File: config.mk
export PLATFORM = sky130hd
export DESIGN_NAME = multi_channel_debouncer
export DESIGN_NICKNAME = d
export VERILOG_FILES = /design/src/rtl/multi_channel_debouncer.sv
export SDC_FILE = /design/constraint.sdc
export NUM_CORES = 1
export LEC_CHECK = 0
export ABC_AREA = 1
export BUFFER_PORTS_ARGS = -buffer_cell sky130_fd_sc_hd__buf_4
export CELL_PAD_IN_SITES_DETAIL_PLACEMENT = 2
export CELL_PAD_IN_SITES_GLOBAL_PLACEMENT = 2
export CORE_MARGIN = 4
export CORE_UTILIZATION = 36
export CTS_CLUSTER_DIAMETER = 30
export CTS_CLUSTER_SIZE = 24
export DETAILED_ROUTE_END_ITERATION = 7
export PLACE_DENSITY_LB_ADDON = 0.1
export SLEW_MARGIN = 20
export SYNTH_ARGS = -nofsm -noshare
export SYNTH_HDL_FRONTEND = slang
export SYNTH_SLANG_ARGS = --single-unit
File: constraint.sdc
create_clock -name clk -period 1.8 [get_ports clk]
set_clock_uncertainty 0.05 [all_clocks]
set_input_delay 0.27 -clock clk [delete_from_list [all_inputs] [get_ports clk]]
set_output_delay 0.27 -clock clk [all_outputs]
set_load 0.02 [all_outputs]
File: src/rtl/multi_channel_debouncer.sv
// Per-channel synchroniser + stability filter with registered level and one-cycle rise/fall strobes.
// Optional per-channel rejected-glitch counters when MULTI_DEBOUNCER_GLITCH_COUNT_EN is defined.
module multi_channel_debouncer #(
  parameter int CHANNELS      = 4,
  parameter int STABLE_CYCLES = 1000000,
  parameter int CNT_W         = 20,
  parameter int SYNC_STAGES   = 2,
  parameter int GLITCH_W      = 8
) (
  input  logic                clk,
  input  logic                rst,
  input  logic [CHANNELS-1:0] in_raw,
  output logic [CHANNELS-1:0] out_level,
  output logic [CHANNELS-1:0] rise_pulse,
  output logic [CHANNELS-1:0] fall_pulse,
  output logic                any_change
`ifdef MULTI_DEBOUNCER_GLITCH_COUNT_EN
  ,
  output logic [CHANNELS*GLITCH_W-1:0] glitch_count
`endif
);

  if (CHANNELS < 1 || STABLE_CYCLES < 2 || SYNC_STAGES < 2 || GLITCH_W < 1 ||
      (64'(1) << CNT_W) <= 64'(STABLE_CYCLES - 1)) begin : g_bad_params
    $error("multi_channel_debouncer: illegal parameter combination");
  end

  localparam logic [CNT_W-1:0] CNT_MAX = CNT_W'(STABLE_CYCLES - 1);

  logic [SYNC_STAGES-1:0][CHANNELS-1:0] sync_q;
  logic [CHANNELS-1:0][CNT_W-1:0]       cnt_q;
  logic [CHANNELS-1:0]                  sync;
  logic [CHANNELS-1:0]                  mismatch;
  logic [CHANNELS-1:0]                  qualify;

  assign sync     = sync_q[SYNC_STAGES-1];
  assign mismatch = sync ^ out_level;

  always_comb begin
    qualify = '0;
    for (int i = 0; i < CHANNELS; i++) begin
      qualify[i] = mismatch[i] && (cnt_q[i] == CNT_MAX);
    end
  end

  // Stage 0 samples the pins; the last stage feeds the filter.
  always_ff @(posedge clk) begin
    if (rst) begin
      sync_q <= '0;
    end else begin
      sync_q <= {sync_q[SYNC_STAGES-2:0], in_raw};
    end
  end

  // Any return to equality restarts the count, so bounces never accumulate.
  always_ff @(posedge clk) begin
    if (rst) begin
      cnt_q      <= '0;
      out_level  <= '0;
      rise_pulse <= '0;
      fall_pulse <= '0;
      any_change <= 1'b0;
    end else begin
      for (int i = 0; i < CHANNELS; i++) begin
        if (!mismatch[i] || qualify[i]) begin
          cnt_q[i] <= '0;
        end else begin
          cnt_q[i] <= cnt_q[i] + 1'b1;
        end
      end
      out_level  <= out_level ^ qualify;
      rise_pulse <= qualify & sync;
      fall_pulse <= qualify & ~sync;
      any_change <= |qualify;
    end
  end

`ifdef MULTI_DEBOUNCER_GLITCH_COUNT_EN
  logic [CHANNELS-1:0][GLITCH_W-1:0] glitch_q;

  // A glitch is a mismatch that collapsed back to equality before qualifying.
  always_ff @(posedge clk) begin
    if (rst) begin
      glitch_q <= '0;
    end else begin
      for (int i = 0; i < CHANNELS; i++) begin
        if (!mismatch[i] && (cnt_q[i] != '0) && (glitch_q[i] != '1)) begin
          glitch_q[i] <= glitch_q[i] + 1'b1;
        end
      end
    end
  end

  assign glitch_count = glitch_q;
`endif

endmodule

==> metrics.cfg, run 1 <==
[outcome]
status = complete, no violations

[clock_tree]
ctsRootBufferMaster = clkbuf_16
cts_buffers = 9
clockBufferDepth = 2
cts.repair.resized = 0
cts_tree = done
post_cts_buffers = 0
path_clk_slew_ns = 0.07
cts_htree_levels = 3
postCtsHoldBufs = 0
clk_latency_ns = 0.35
cts.sinks = 101

[die]
die_area_sq_um = 15200
core.rowCount = 41
initial_core_util = 0.374
io_pins = 19
die_w_microns = 123
die_y_microns = 123
core_sq_um = 12800

[route]
firstDrtPassIters = 4
wirelength_mm = 13.6
via_per_inst = 4.97
num_vias = 4247
remaining_drc_errors = 0
drt_iter0_drc = 142
antenna_left = 0
avgRoutedWirePerCell_microns = 15.9

[setup_path]
worstRegToRegCells = 5
cp.arrival_ns = 1.78
critical_path_class = flop to flop
cp_slowest_cell = nor4_1
max_stage_delay_ns = 0.39
path_cells = ha_1 -> nand2_1 -> nor2_4 -> nand3_4 -> nor4_1
critPathBufInv = 0
crit_required_ns = 1.95
cp-start-kind = flop
path_max_fanout = 7
endpoint_kind = flop
crit_cells = 5
crit_family = simple AND/OR/NAND/NOR gates

[grt]
grt_max_degree = 19
grt-ovfl-total = 0
antenna_found_initial = 0
grt_pass1_wl_mm = 23.5
grt_usage = 0.196
grt_pass1_vias = 4761

[synth]
yosysTopAreaCell = dfxtp_1
synth-edff-count = 0
ys_warn_count = 0
synth-async-reset-ratio = 0
syn_area_per_cell_sq_um = 7.36
synth_cell_types = 36
synthCells = 652
synth_seq_cells = 101
synthTopCellsByArea = dfxtp_1, nand2_1, nor2_1
syn_nets = 662
synth_top_flop_cell = dfxtp_1
seq_area_frac_synth = 0.421
yosys.area.top_type_share = 0.421
syn-cell-area_sq_um = 4800

[cells_and_area]
fill_cells = 1537
drive_above_1_share = 0.119
fin_nets = 688
area_delta_synth_final_pct = 12.5
utilization = 0.421
antennaDiodeCount = 0

[timing]
max_slew_margin = 0.680
setup_tns_ns = 0
tightest_slew_ns = 0.476
setup_viol = 0
final_hold_viol_count = 0
drv_slew = 0
rsz0062_at_grt = no
finalCriticalPeriod_ns = 1.63
post-route-period-util = 0.903
fmax_mhz = 615

[power]
power_leakage_uw = 0.00189
p_per_area_nw_per_um2 = 777
peakVddDrop_mv = 0.544

[place]
place_congestion = 0.798
io_buffer_count = 18
dp_hpwl_mm = 10.3

[job]
maxCapViolCount = 0

[min_path]
hold_depth = 3
hp-class = input pin to flop

## metrics by stage
stage	hold slack, ns	area [sq um]	setup WS (ns)	instances	total power, uW
finish	0.0757	5400	0.175	855	4190
CTS	0.0644	5390	0.0906	855	4260
detailed placement	0.356	5110	0.120	839	2360
floorplan	0.297	4800	0.356	652	2340
global placement	0.341	5110	0.256	839	2360
global route	0.0746	5400	0.0301	855	4360
## cell type report
type / instances / area (sq um) / share of cell area
clock buffers: 13 / 260 / 0.0482
well taps: 172 / 215 / 0.0399
repair buffers: 21 / 158 / 0.0292
multi-input cells: 460 / 2400 / 0.445
inverters: 85 / 319 / 0.0591
clock inverters: 3 / 18.8 / 0.00348
flip-flops and latches: 101 / 2020 / 0.375
## layer usage
metal | track usage | up-vias | wire length (microns)
li1 | - | 2119 | -
met1 | 0.234 | 2074 | 6130
met2 | 0.357 | 37 | 6970
met3 | 0.0416 | 17 | 290
met4 | 0.0457 | 0 | 222
met5 | 0 | - | 0
## path summary, 6_finish.rpt
check,startpoint,endpoint,slack [ns]
min reg2reg,sync_q[0]$_SDFF_PP0_,sync[0]$_SDFF_PP0_,0.37
max reg2reg,cnt_q[20]$_SDFF_PP0_,fall_pulse[1]$_SDFF_PP0_,0.17
max,cnt_q[20]$_SDFF_PP0_,fall_pulse[1]$_SDFF_PP0_,0.17
min,in_raw[0],sync_q[0]$_SDFF_PP0_,0.08
## cell families after synthesis
logic type	after synthesis	share of synthesized area
adders and majority gates	4	0.0104
AOI/OAI and AO/OA	37	0.0420
buffers and inverters	91	0.0790
DFF	101	0.421
and+or+nand+nor	385	0.385
xor gates and xnor gates	34	0.0620
## worst min-delay path, stage by stage
cell and delay (ns):
buf_4 0.07, inv_1 0.03, nor2_1 0.07
## registers in the layout, summed over array words and instances, names as in the netlist, named ones only
name and cells:
any_change 1, cnt_q 80, sync_q 4, fall_pulse 4, sync 4, rise_pulse 4
## cell usage after synthesis, drive strengths merged (2+ instances only)
| cell type | instances |
|---|---|
| nand3b | 3 |
| xor2 | 26 |
| o21bai | 2 |
| dfxtp | 101 |
| nor4 | 2 |
| xnor2 | 8 |
| and2 | 2 |
| a21oi | 24 |
| nor3b | 5 |
| nand4 | 25 |
| nor2 | 136 |
| o21ai | 7 |
| ha | 4 |
| nor3 | 26 |
| buf | 5 |
| inv | 85 |
| or2 | 6 |
| nand3 | 44 |
| a31oi | 3 |
| nand2 | 135 |
## cell usage in the layout (no fill, tap or decap), types with 5 or more instances in the layout
cell / netlist / layout
inv_2: 6 / 6
clkbuf_16: 0 / 9
nor3b_1: 5 / 5
a21oi_1: 23 / 23
nand2_1: 127 / 126
dfxtp_1: 101 / 100
buf_4: 0 / 21
nor3_1: 22 / 22
nor2_4: 6 / 6
nand4_1: 24 / 24
xnor2_1: 8 / 8
nor2_1: 124 / 124
nand2_2: 6 / 7
inv_1: 79 / 79
xor2_1: 26 / 26
nor2_2: 6 / 6
nand3_1: 37 / 37
o21ai_0: 5 / 5
## where the power goes
part / internal [uW] / switching (uW)
sequential: 2240 / 6.80
combinational: 19.4 / 40.3
clock: 1020 / 868
total: 3280 / 915
No activity file was read; power rests on OpenSTA's default activity.
==> run 2, diff against run 1 <==
--- a/config.mk
+++ b/config.mk
@@ -14,7 +14,9 @@
 export CTS_CLUSTER_DIAMETER = 30
 export CTS_CLUSTER_SIZE = 24
 export DETAILED_ROUTE_END_ITERATION = 7
+export HOLD_SLACK_MARGIN = 0.03
 export PLACE_DENSITY_LB_ADDON = 0.1
+export RECOVER_POWER = 100
 export SLEW_MARGIN = 20
 export SYNTH_ARGS = -nofsm -noshare
 export SYNTH_HDL_FRONTEND = slang
==> metrics.cfg, run 2 (same netlist as run 1, synthesis figures left out) <==
[grt]
grt_pass1_wl_mm = 23.5
antenna_found_initial = 0
grt_usage = 0.196
grt_pass1_vias = 4761
grt_max_degree = 19
grt-ovfl-total = 0

[min_path]
hp-class = input pin to flop

[route]
drt_iter0_drc = 171
num_vias = 4245
via_per_inst = 4.96
wirelength_mm = 13.6
firstDrtPassIters = 4
remaining_drc_errors = 0
antenna_left = 0
avgRoutedWirePerCell_microns = 15.9

[cells_and_area]
fin_nets = 688
utilization = 0.416
area_delta_synth_final_pct = 11.1
drive_above_1_share = 0.0937
top_register = cnt_q
most-common-layout-cells = nand2_1, nor2_1, dfxtp_1
fill_cells = 1555
antennaDiodeCount = 0
layout_commonest_cell = nand2_1
largest_reg_flops = 80

[timing]
setup_viol = 0
rsz0062_at_grt = no
max_slew_margin = 0.626
finalCriticalPeriod_ns = 1.65
tightest_slew_ns = 0.560
final_hold_viol_count = 0
setup_tns_ns = 0
drv_slew = 0
fmax_mhz = 606
post-route-period-util = 0.917

[clock_tree]
path_clk_slew_ns = 0.07
clockBufferDepth = 2
cts.sinks = 101
post_cts_buffers = 0
cts.repair.resized = 0
ctsRootBufferMaster = clkbuf_16
cts_htree_levels = 3
cts_buffers = 9
clk_latency_ns = 0.35
cts_tree = done
postCtsHoldBufs = 0

[die]
initial_core_util = 0.374
die_area_sq_um = 15200
core_sq_um = 12800
io_pins = 19
die_y_microns = 123
die_w_microns = 123
core.rowCount = 41

[place]
place_congestion = 0.798
dp_hpwl_mm = 10.3
io_buffer_count = 18

[setup_path]
cp.arrival_ns = 1.84
crit_required_ns = 1.99
path_max_fanout = 5
endpoint_kind = flop
critical_path_class = flop to flop
cp-start-kind = flop

[job]
maxCapViolCount = 0

[power]
p_per_area_nw_per_um2 = 785
power_leakage_uw = 0.00183
peakVddDrop_mv = 0.544

[outcome]
status = complete, no violations

[run 2: cell count changes in the layout (fill, tap and decap cells not counted), moves of 2 or more]
cell,delta
clkbuf_1,+14
nand2_1,+2
nand2_2,-2
buf_4,-14
[run 2: final timing paths]
kind	startpoint	end	slack, ns	depth (start not counted)
setup / recovery	cnt_q[40]$_SDFF_PP0_	cnt_q[58]$_SDFF_PP0_	0.15	8
hold reg to reg	sync_q[3]$_SDFF_PP0_	sync[3]$_SDFF_PP0_	0.37	2
setup reg to reg	cnt_q[40]$_SDFF_PP0_	cnt_q[58]$_SDFF_PP0_	0.15	8
hold / removal	in_raw[0]	sync_q[0]$_SDFF_PP0_	0.08	3
[run 2: critical path, stage by stage (launching register included)]
cell	delay [ns]
dfxtp_1	0.37
ha_1	0.22
nand3_2	0.14
nor2_2	0.22
nand2_2	0.12
nor2_4	0.13
nand2_1	0.08
xor2_1	0.17
nor2_2	0.05
[run 2: where the power goes]
group | internal [uW] | switching [uW]
combinational | 18.3 | 40.1
sequential | 2240 | 6.79
clock | 1020 | 864
total | 3280 | 910
[run 2: stage by stage]
step / area (sq um) / hold slack [ns] / setup slack, ns / total power, uW / cells
after global routing: 5330 / 0.0746 / 0.0301 / 4360 / 855
after global placement: 5110 / 0.341 / 0.256 / 2360 / 839
final: 5330 / 0.0757 / 0.150 / 4190 / 855
after floorplan: 4800 / 0.297 / 0.356 / 2340 / 652
after detailed placement: 5110 / 0.356 / 0.120 / 2360 / 839
after CTS: 5390 / 0.0644 / 0.0906 / 4260 / 855
[run 2: metal layers]
layer	track usage	vias up	share of wire	wire, microns
li1	-	2122	-	-
met1	0.234	2069	0.45	6120
met2	0.357	37	0.51	6960
met3	0.0416	17	0.022	305
met4	0.0457	0	0.016	222
met5	0	-	0	0
[run 2: cell type report]
class	instances	area, sq um	area share
clock buffers	13	260	0.0488
well taps	172	215	0.0403
clock inverters	3	18.8	0.00352
repair buffers	21	105	0.0197
inverters	85	319	0.0598
multi-input cells	460	2390	0.449
flip-flops and latches	101	2020	0.379
